### src/rtl/binsearch_engine.sv
// Binary search over a sorted external synchronous-read memory.
// Parameters: DATA_WIDTH, ADDR_WIDTH, DEPTH (number of sorted entries),
//   MEM_LATENCY (read latency, 1..4 cycles).
// Ports:
//   clock, reset (async, active-high)
//   start/mode/key : search request, taken only while idle
//     mode 0 = exact match, mode 1 = lower bound
//   mem_rdata : read data from the memory
//   mem_addr/mem_rd : probe address and read strobe
//   busy/done/valid : handshake and status
//   found/result_idx : match flag and index (insertion point on a miss)
// Optional build macro BSEARCH_PROBE_CNT_EN adds output probe_cnt,
//   the number of probes used by the last search.
`timescale 1ns/1ps
module binsearch_engine #(
  parameter int DATA_WIDTH  = 8,
  parameter int ADDR_WIDTH  = 5,
  parameter int DEPTH       = 2**ADDR_WIDTH,
  parameter int MEM_LATENCY = 1
) (
  input  logic                  clock,
  input  logic                  reset,
  input  logic                  start,
  input  logic                  mode,
  input  logic [DATA_WIDTH-1:0] key,
  input  logic [DATA_WIDTH-1:0] mem_rdata,
  output logic [ADDR_WIDTH-1:0] mem_addr,
  output logic                  mem_rd,
  output logic                  busy,
  output logic                  done,
  output logic                  valid,
  output logic                  found,
  output logic [ADDR_WIDTH:0]   result_idx
`ifdef BSEARCH_PROBE_CNT_EN
  ,
  output logic [$clog2(ADDR_WIDTH+2)-1:0] probe_cnt
`endif
);

  localparam int AW1 = ADDR_WIDTH + 1;

  typedef enum logic [2:0] {
    S_IDLE,
    S_ISSUE,
    S_WAIT,
    S_COMPARE,
    S_DONE
  } state_t;

  state_t state_q, state_n;

  logic [DATA_WIDTH-1:0] key_q, key_n;
  logic                  mode_q, mode_n;
  logic [AW1-1:0]        lo_q, lo_n;
  logic [AW1-1:0]        hi_q, hi_n;
  logic                  eq_q, eq_n;
  logic [ADDR_WIDTH-1:0] addr_q, addr_n;
  logic [1:0]            wcnt_q, wcnt_n;
  logic [AW1-1:0]        res_q, res_n;
  logic                  found_q, found_n;
  logic                  valid_q, valid_n;

  logic [ADDR_WIDTH-1:0] mid;
  logic [AW1-1:0]        probe;
  logic [AW1-1:0]        probe_p1;
  logic                  lt;
  logic                  hit;

  // Sum taken one bit wider so lo+hi never wraps.
  assign mid = ADDR_WIDTH'(({1'b0, lo_q} + {1'b0, hi_q}) >> 1);

  assign probe    = AW1'(addr_q);
  assign probe_p1 = AW1'(addr_q) + AW1'(1);
  assign lt       = mem_rdata < key_q;
  assign hit      = mem_rdata == key_q;

  always_ff @(posedge clock or posedge reset) begin
    if (reset) state_q <= S_IDLE;
    else       state_q <= state_n;
  end

  always_comb begin
    state_n = state_q;
    key_n   = key_q;
    mode_n  = mode_q;
    lo_n    = lo_q;
    hi_n    = hi_q;
    eq_n    = eq_q;
    addr_n  = addr_q;
    wcnt_n  = wcnt_q;
    res_n   = res_q;
    found_n = found_q;
    valid_n = valid_q;
    unique case (state_q)
      S_IDLE: begin
        if (start) begin
          key_n   = key;
          mode_n  = mode;
          lo_n    = '0;
          hi_n    = AW1'(DEPTH);
          eq_n    = 1'b0;
          valid_n = 1'b0;
          found_n = 1'b0;
          state_n = S_ISSUE;
        end
      end
      S_ISSUE: begin
        addr_n = mid;
        wcnt_n = 2'(MEM_LATENCY - 2);
        if (MEM_LATENCY == 1) state_n = S_COMPARE;
        else                  state_n = S_WAIT;
      end
      S_WAIT: begin
        if (wcnt_q == 2'd0) state_n = S_COMPARE;
        else                wcnt_n  = wcnt_q - 2'd1;
      end
      S_COMPARE: begin
        if (lt) lo_n = probe_p1;
        else    hi_n = probe;
        if (hit) eq_n = 1'b1;
        if (!mode_q && hit) begin
          res_n   = probe;
          found_n = 1'b1;
          valid_n = 1'b1;
          state_n = S_DONE;
        end else if (lo_n < hi_n) begin
          state_n = S_ISSUE;
        end else begin
          // lo is the leftmost entry >= key
          res_n   = lo_n;
          found_n = eq_n;
          valid_n = 1'b1;
          state_n = S_DONE;
        end
      end
      S_DONE: state_n = S_IDLE;
      default: state_n = S_IDLE;
    endcase
  end

  always_ff @(posedge clock or posedge reset) begin
    if (reset) begin
      key_q   <= '0;
      mode_q  <= 1'b0;
      lo_q    <= '0;
      hi_q    <= '0;
      eq_q    <= 1'b0;
      addr_q  <= '0;
      wcnt_q  <= '0;
      res_q   <= '0;
      found_q <= 1'b0;
      valid_q <= 1'b0;
    end else begin
      key_q   <= key_n;
      mode_q  <= mode_n;
      lo_q    <= lo_n;
      hi_q    <= hi_n;
      eq_q    <= eq_n;
      addr_q  <= addr_n;
      wcnt_q  <= wcnt_n;
      res_q   <= res_n;
      found_q <= found_n;
      valid_q <= valid_n;
    end
  end

  // Address is live in the issue cycle, then held for the memory.
  assign mem_addr   = (state_q == S_ISSUE) ? mid : addr_q;
  assign mem_rd     = (state_q == S_ISSUE);
  assign busy       = (state_q != S_IDLE);
  assign done       = (state_q == S_DONE);
  assign valid      = valid_q;
  assign found      = found_q;
  assign result_idx = res_q;

`ifdef BSEARCH_PROBE_CNT_EN
  logic [$clog2(ADDR_WIDTH+2)-1:0] pcnt_q;

  always_ff @(posedge clock or posedge reset) begin
    if (reset)
      pcnt_q <= '0;
    else if (state_q == S_IDLE && start)
      pcnt_q <= '0;
    else if (state_q == S_COMPARE)
      pcnt_q <= pcnt_q + 1'b1;
  end

  assign probe_cnt = pcnt_q;
`endif

endmodule

### config.mk
export PLATFORM = sky130hd
export DESIGN_NAME = binsearch_engine
export DESIGN_NICKNAME = d
export VERILOG_FILES = /design/src/rtl/binsearch_engine.sv
export SDC_FILE = /design/constraint.sdc
export NUM_CORES = 1
export LEC_CHECK = 0
export ABC_AREA = 0
export CAP_MARGIN = 20
export CORE_AREA = 4 4 96 62
export CTS_BUF_LIST = sky130_fd_sc_hd__clkbuf_8
export DETAILED_ROUTE_END_ITERATION = 12
export DIE_AREA = 0 0 100 66
export PLACE_DENSITY = 0.83
export REMOVE_ABC_BUFFERS = 1
export SKIP_LAST_GASP = 1
export SYNTH_ARGS = -nofsm -noshare
export SYNTH_HDL_FRONTEND = slang
export SYNTH_SLANG_ARGS = --single-unit
### constraint.sdc
create_clock -name clock -period 3.2 [get_ports clock]
set_input_delay 0.32 -clock clock [delete_from_list [all_inputs] [get_ports clock]]
set_output_delay 0.32 -clock clock [all_outputs]
set_load 0.03 [all_outputs]
# Word level (Yosys, flattened, before mapping)
# Cells that the tools add are included.
# Widths: inputs -> output; s select.
# word_totals
inputBits	20
word_cells	66
out_inout_bits	16
register_bits	40
# op_classes
n_lt_le_gt_ge	2
eq_ne	10
reduce_logical	13
add_sub_neg	3
muxes	27
# ops
operator	n
$mux 6	8
$pmux 6 s2	2
$mux 3	4
$pmux 3 s4	1
$reduce_and 2->1	5
$eq 8x8->1	1
$lt 8x8->1	1
$ne 2x2->1 const B	4
$add 5x1->6 const B	1
$add 6x6->6	1
$eq 3x2->1 const B	2
$lt 6x6->1	1
$mux 1	6
$pmux 1 s2	3
$mux 5	1
$pmux 2 s2	1
$reduce_bool 2->1	2
$eq 3x1->1 const B	1
$eq 3x3->1 const B	1
$logic_not 3->1	1
$ne 3x3->1 const B	1
$reduce_and 3->1	1
$reduce_bool 3->1	1
$logic_not 2->1	1
other kinds (4)	4

# Logic depth before layout (Yosys ltp)
# depth
word_depth	7
mapped_depth	15
ltp_nobuf	14

# Least setup slack after synthesis
# No wires, ideal clock.
# synth_timing
path_type	register -> register
start	reg key_q[7]
end	reg res_q[0], in the netlist result_idx[0]
synth_period_minus_slack_ns	3.078
path_stages_with_launch	16
path_buffers	1
t_required_ns	3.075
setup_slack_ns	0.122
arrival_ns	2.953
setup_ns	0.125
path_cell_list	dfrtp_1 inv_1 ha_1 and4_1 a21oi_1 and3_1 buf_6 mux2i_1 inv_1 ha_1 o41a_1 o21ai_0 or3_1 nand4_2 nand3_4 mux2_4
# synth_between
elab_chain_len	6
elab_cells_between_ends	12
cone_classes	order compare (2); eq/ne (2); mux (6); reduce/logical (2)
# synth_lines
element	line	text
from (decl)	52	logic [DATA_WIDTH-1:0] key_q, key_n;
from (signal assigned)	154	key_q <= key_n;
$lt 8x8->1	74	assign lt = mem_rdata < key_q;
$mux 6	118	if (lt) lo_n = probe_p1;
$mux 6	94	unique case (state_q)
$lt 6x6->1	126	end else if (lo_n < hi_n) begin
$ne 2x2->1 (no source line)	--	
$reduce_and 2->1 (no source line)	--	
to (signal assigned)	161	res_q <= res_n;
to (decl)	59	logic [AW1-1:0] res_q, res_n;
# Several ways; a longest one is shown, not always the timed one. The select of a mux whose other input is x is not followed.
# A chain may end at the register's enable or synchronous reset.

# Worst setup path after layout
# layout_timing
start	reg key_q[3]
end	reg res_q[1], in the netlist result_idx[1]
# The elaborated chain is that of the path after synthesis.

==> results.cfg <==
[run_status]
status = finished, final reports clean

[floorplanning]
row_count = 20
io_pins = 36
core_area_um2 = 4980
start_util = 0.502
die_area_um2 = 6600
fp.dieW_um = 100
die_h_um = 66

[global_route]
grt.total_usage = 0.211
antenna_found_initial = 0
grt_pass1_wl_um = 10800
grt_pass1_vias = 2151
grt_max_degree = 25
globalRoute.totalOverflow = 0

[timing]
skew_ns = 0.00688
min_period_over_period = 0.996
timing.fmax_ghz = 0.314
rsz0062_at_grt = true
relSlewSlack = 0.366
min_period_ns = 3.19
setup_tns_ns = 0
finalMaxSlewViolations = 0
final-hold-violation-count = 0
finalSetupViolCount = 0
tightest_slew_ns = 0.951

[worst_setup_path]
arrival_ns = 3.37
cp.required_ns = 3.38
cp_cell_sequence = inv_2 > ha_4 > a21o_1 > a21oi_4 > and3_4 > mux2i_2 > inv_2 > ha_4 > o41a_1 > o21ai_1 > or3_1 > nand4_2 > nand3_4 > mux2_4
rrSetupSlack_ns = 0.01
critical_path_class = reg2reg
crit_fanout = 6
crit_path_end_kind = flop
cp_slowest_stage_delay_ns = 0.38
cp-start-kind = flop
cp_slowest_cell = dfrtp_1

[drt]
drt_iter0_drc = 161
route.met2.wl_um = 2890
dr_wl_met3_um = 456
top_layer = met4
viasPerCell = 5.73
met1_length_um = 3160
wirelength_um = 6660
first_pass_iters = 5
dr_total_vias = 2253
drc_errors = 0
wire_per_inst_um = 16.9
drtAntennaViolNets = 0

[placement]
globalplace.congestion = 0.931
port_buffers = 35
dp.cells = 379
dpl.hpwl_um = 4810

[synthesis]
seq_area_frac_synth = 0.401
synthesis.area_um2 = 2500
synth_top_cell_by_area = dfrtp_1
async_reset_ff_frac = 1.00
ys.flop_type = dfrtp_1
yosysMostFrequentCell = dfrtp_1
yosys_warnings = 0
synth_cell_types = 54
ys_top_cells_by_count = dfrtp_1 (40), nand2_1 (36), inv_1 (23), o21ai_0 (23), nor2_1 (20)
synth_top_area_frac = 0.401
netlist_top_cells_area = dfrtp_1 (40%), ha_1 (9.0%), nand2_1 (5.4%)
synth_edf_count = 0
yosys_register_bits = 40
syn_inst = 275
syn-mean-instance-area_um2 = 9.09

[power]
power-per-cell-area_nw_per_um2 = 1170
ir_drop_mv = 0.663
p_leak_uw = 0.00157

[clock_tree]
clock_latency_ns = 0.30
cts.sinks = 40
h-tree-depth = 2
root_buffer = clkbuf_8
cts_tree = yes
cts.clk_slew.worst_paths_ns = 0.08
clk_path_buf_depth = 2
postCtsHoldBufs = 0
cts_buffers = 5

[final_layout]
n_fill_cell = 399
final_cells = 393
ff_latch_area_um2 = 1000
final_nets = 365
syn2layout_area_growth_pct = 32.5
drive_above_1_share = 0.214
diodes = 0
multi_input_area_um2 = 1490

[job]
drv_cap = 0

[min_path]
hold_class = reg2reg
sequential cells by signal (all words and copies together) (netlist names):
signal and count:
mode_q 1, result_idx 6, key_q 8, found 1, addr_q 5, eq_q 1
lo_q 6, hi_q 6, wcnt_q 2, valid 1, state_q 3
per-layer routing:
metal,GRT usage,vias to the layer above
met5,0,-
met4,0.0555,0
met3,0.0506,15
met2,0.316,102
met1,0.305,1081
li1,-,1055
placed cells by master, fill, tap and decap left out, drive strengths merged, types with 2 or more instances in the layout:
cell type / synthesis / routed
dfrtp: 40 / 40
nand2: 36 / 36
clkdlybuf4s50: 0 / 28
buf: 5 / 25
inv: 23 / 25
o21ai: 23 / 23
nor2: 20 / 20
ha: 18 / 18
a21oi: 17 / 17
nand3: 10 / 10
xnor2: 7 / 7
dlymetal6s2s: 0 / 7
clkbuf: 11 / 6
mux2i: 6 / 6
mux2: 5 / 5
and3: 4 / 4
nor3: 4 / 4
a22o: 3 / 3
and4: 3 / 3
nand3b: 2 / 2
a21o: 2 / 2
nor3b: 2 / 2
or3: 2 / 2
a31oi: 2 / 2
o22ai: 2 / 2
a31o: 2 / 2
xor2: 2 / 2
a32o: 2 / 2
nand4: 2 / 2
final timing paths:
kind	startpoint	endpoint	depth (start not counted)
worst max-delay path	key_q[3]	result_idx[1]	14
worst min-delay path	key_q[0]	key_q[0]	2
worst max register to register	key_q[3]	result_idx[1]	14
worst min register to register	key_q[0]	key_q[0]	2
max in group asynchronous	reset	lo_q[5]	3
min in group asynchronous	reset	key_q[2]	2
area by class of cell:
cell class	count	area share
clock buffer	6	0.0249
clock inverter	2	0.00227
inverter	23	0.0261
multi-input combinational	196	0.451
sequential	40	0.302
tap	66	0.0249
timing repair buffer	60	0.169
critical path: cells and delay by family, from the launching register on:
family	cells	cell delay, ns
and+or+nand+nor	4	0.85
AOI/OAI and AO/OA	4	0.63
muxes	2	0.59
adders and majority gates	2	0.47
DFF	1	0.38
buffers and inverters	2	0.15
report_power, final:
part | internal, uW | switching [uW]
Sequential | 714 | 234
Combinational | 1220 | 1350
Clock | 169 | 170
Total | 2100 | 1760
cells by family (layout without fill, tap and decap cells):
logic type / after synthesis / in the layout / share of synthesized area
xor gates and xnor gates: 9 / 9 / 0.0315
adders and majority gates: 19 / 19 / 0.0981
DFF: 40 / 40 / 0.401
AOI/OAI and AO/OA: 64 / 64 / 0.165
buffers and inverters: 39 / 91 / 0.0651
muxes: 11 / 11 / 0.0526
and+or+nand+nor: 93 / 93 / 0.187
per-stage QoR:
stage / setup WS, ns / utilization / hold WS [ns] / area [um^2] / total power, uW
after floorplan: -0.155 / - / 0.425 / 2420 / 2310
after global placement: -0.416 / 0.602 / 0.468 / 3000 / 3070
after detailed placement: -0.600 / 0.602 / 0.484 / 3000 / 3170
after CTS: 0.00259 / 0.635 / 0.512 / 3160 / 3630
after global routing: -0.0832 / 0.665 / 0.528 / 3310 / 4130
final: 0.0139 / 0.665 / 0.508 / 3310 / 3860
timing repair:
| item | in CTS | in global routing |
|---|---|---|
| hold endpoints to repair | 0 | 0 |
| pin swaps | 7 | 12 |
| buffers inserted | 2 | 4 |
| resized for setup | 15 | 25 |
| endpoints found under the setup margin | 10 | 11 |
Note: power is estimated with default switching activity, not from simulation.
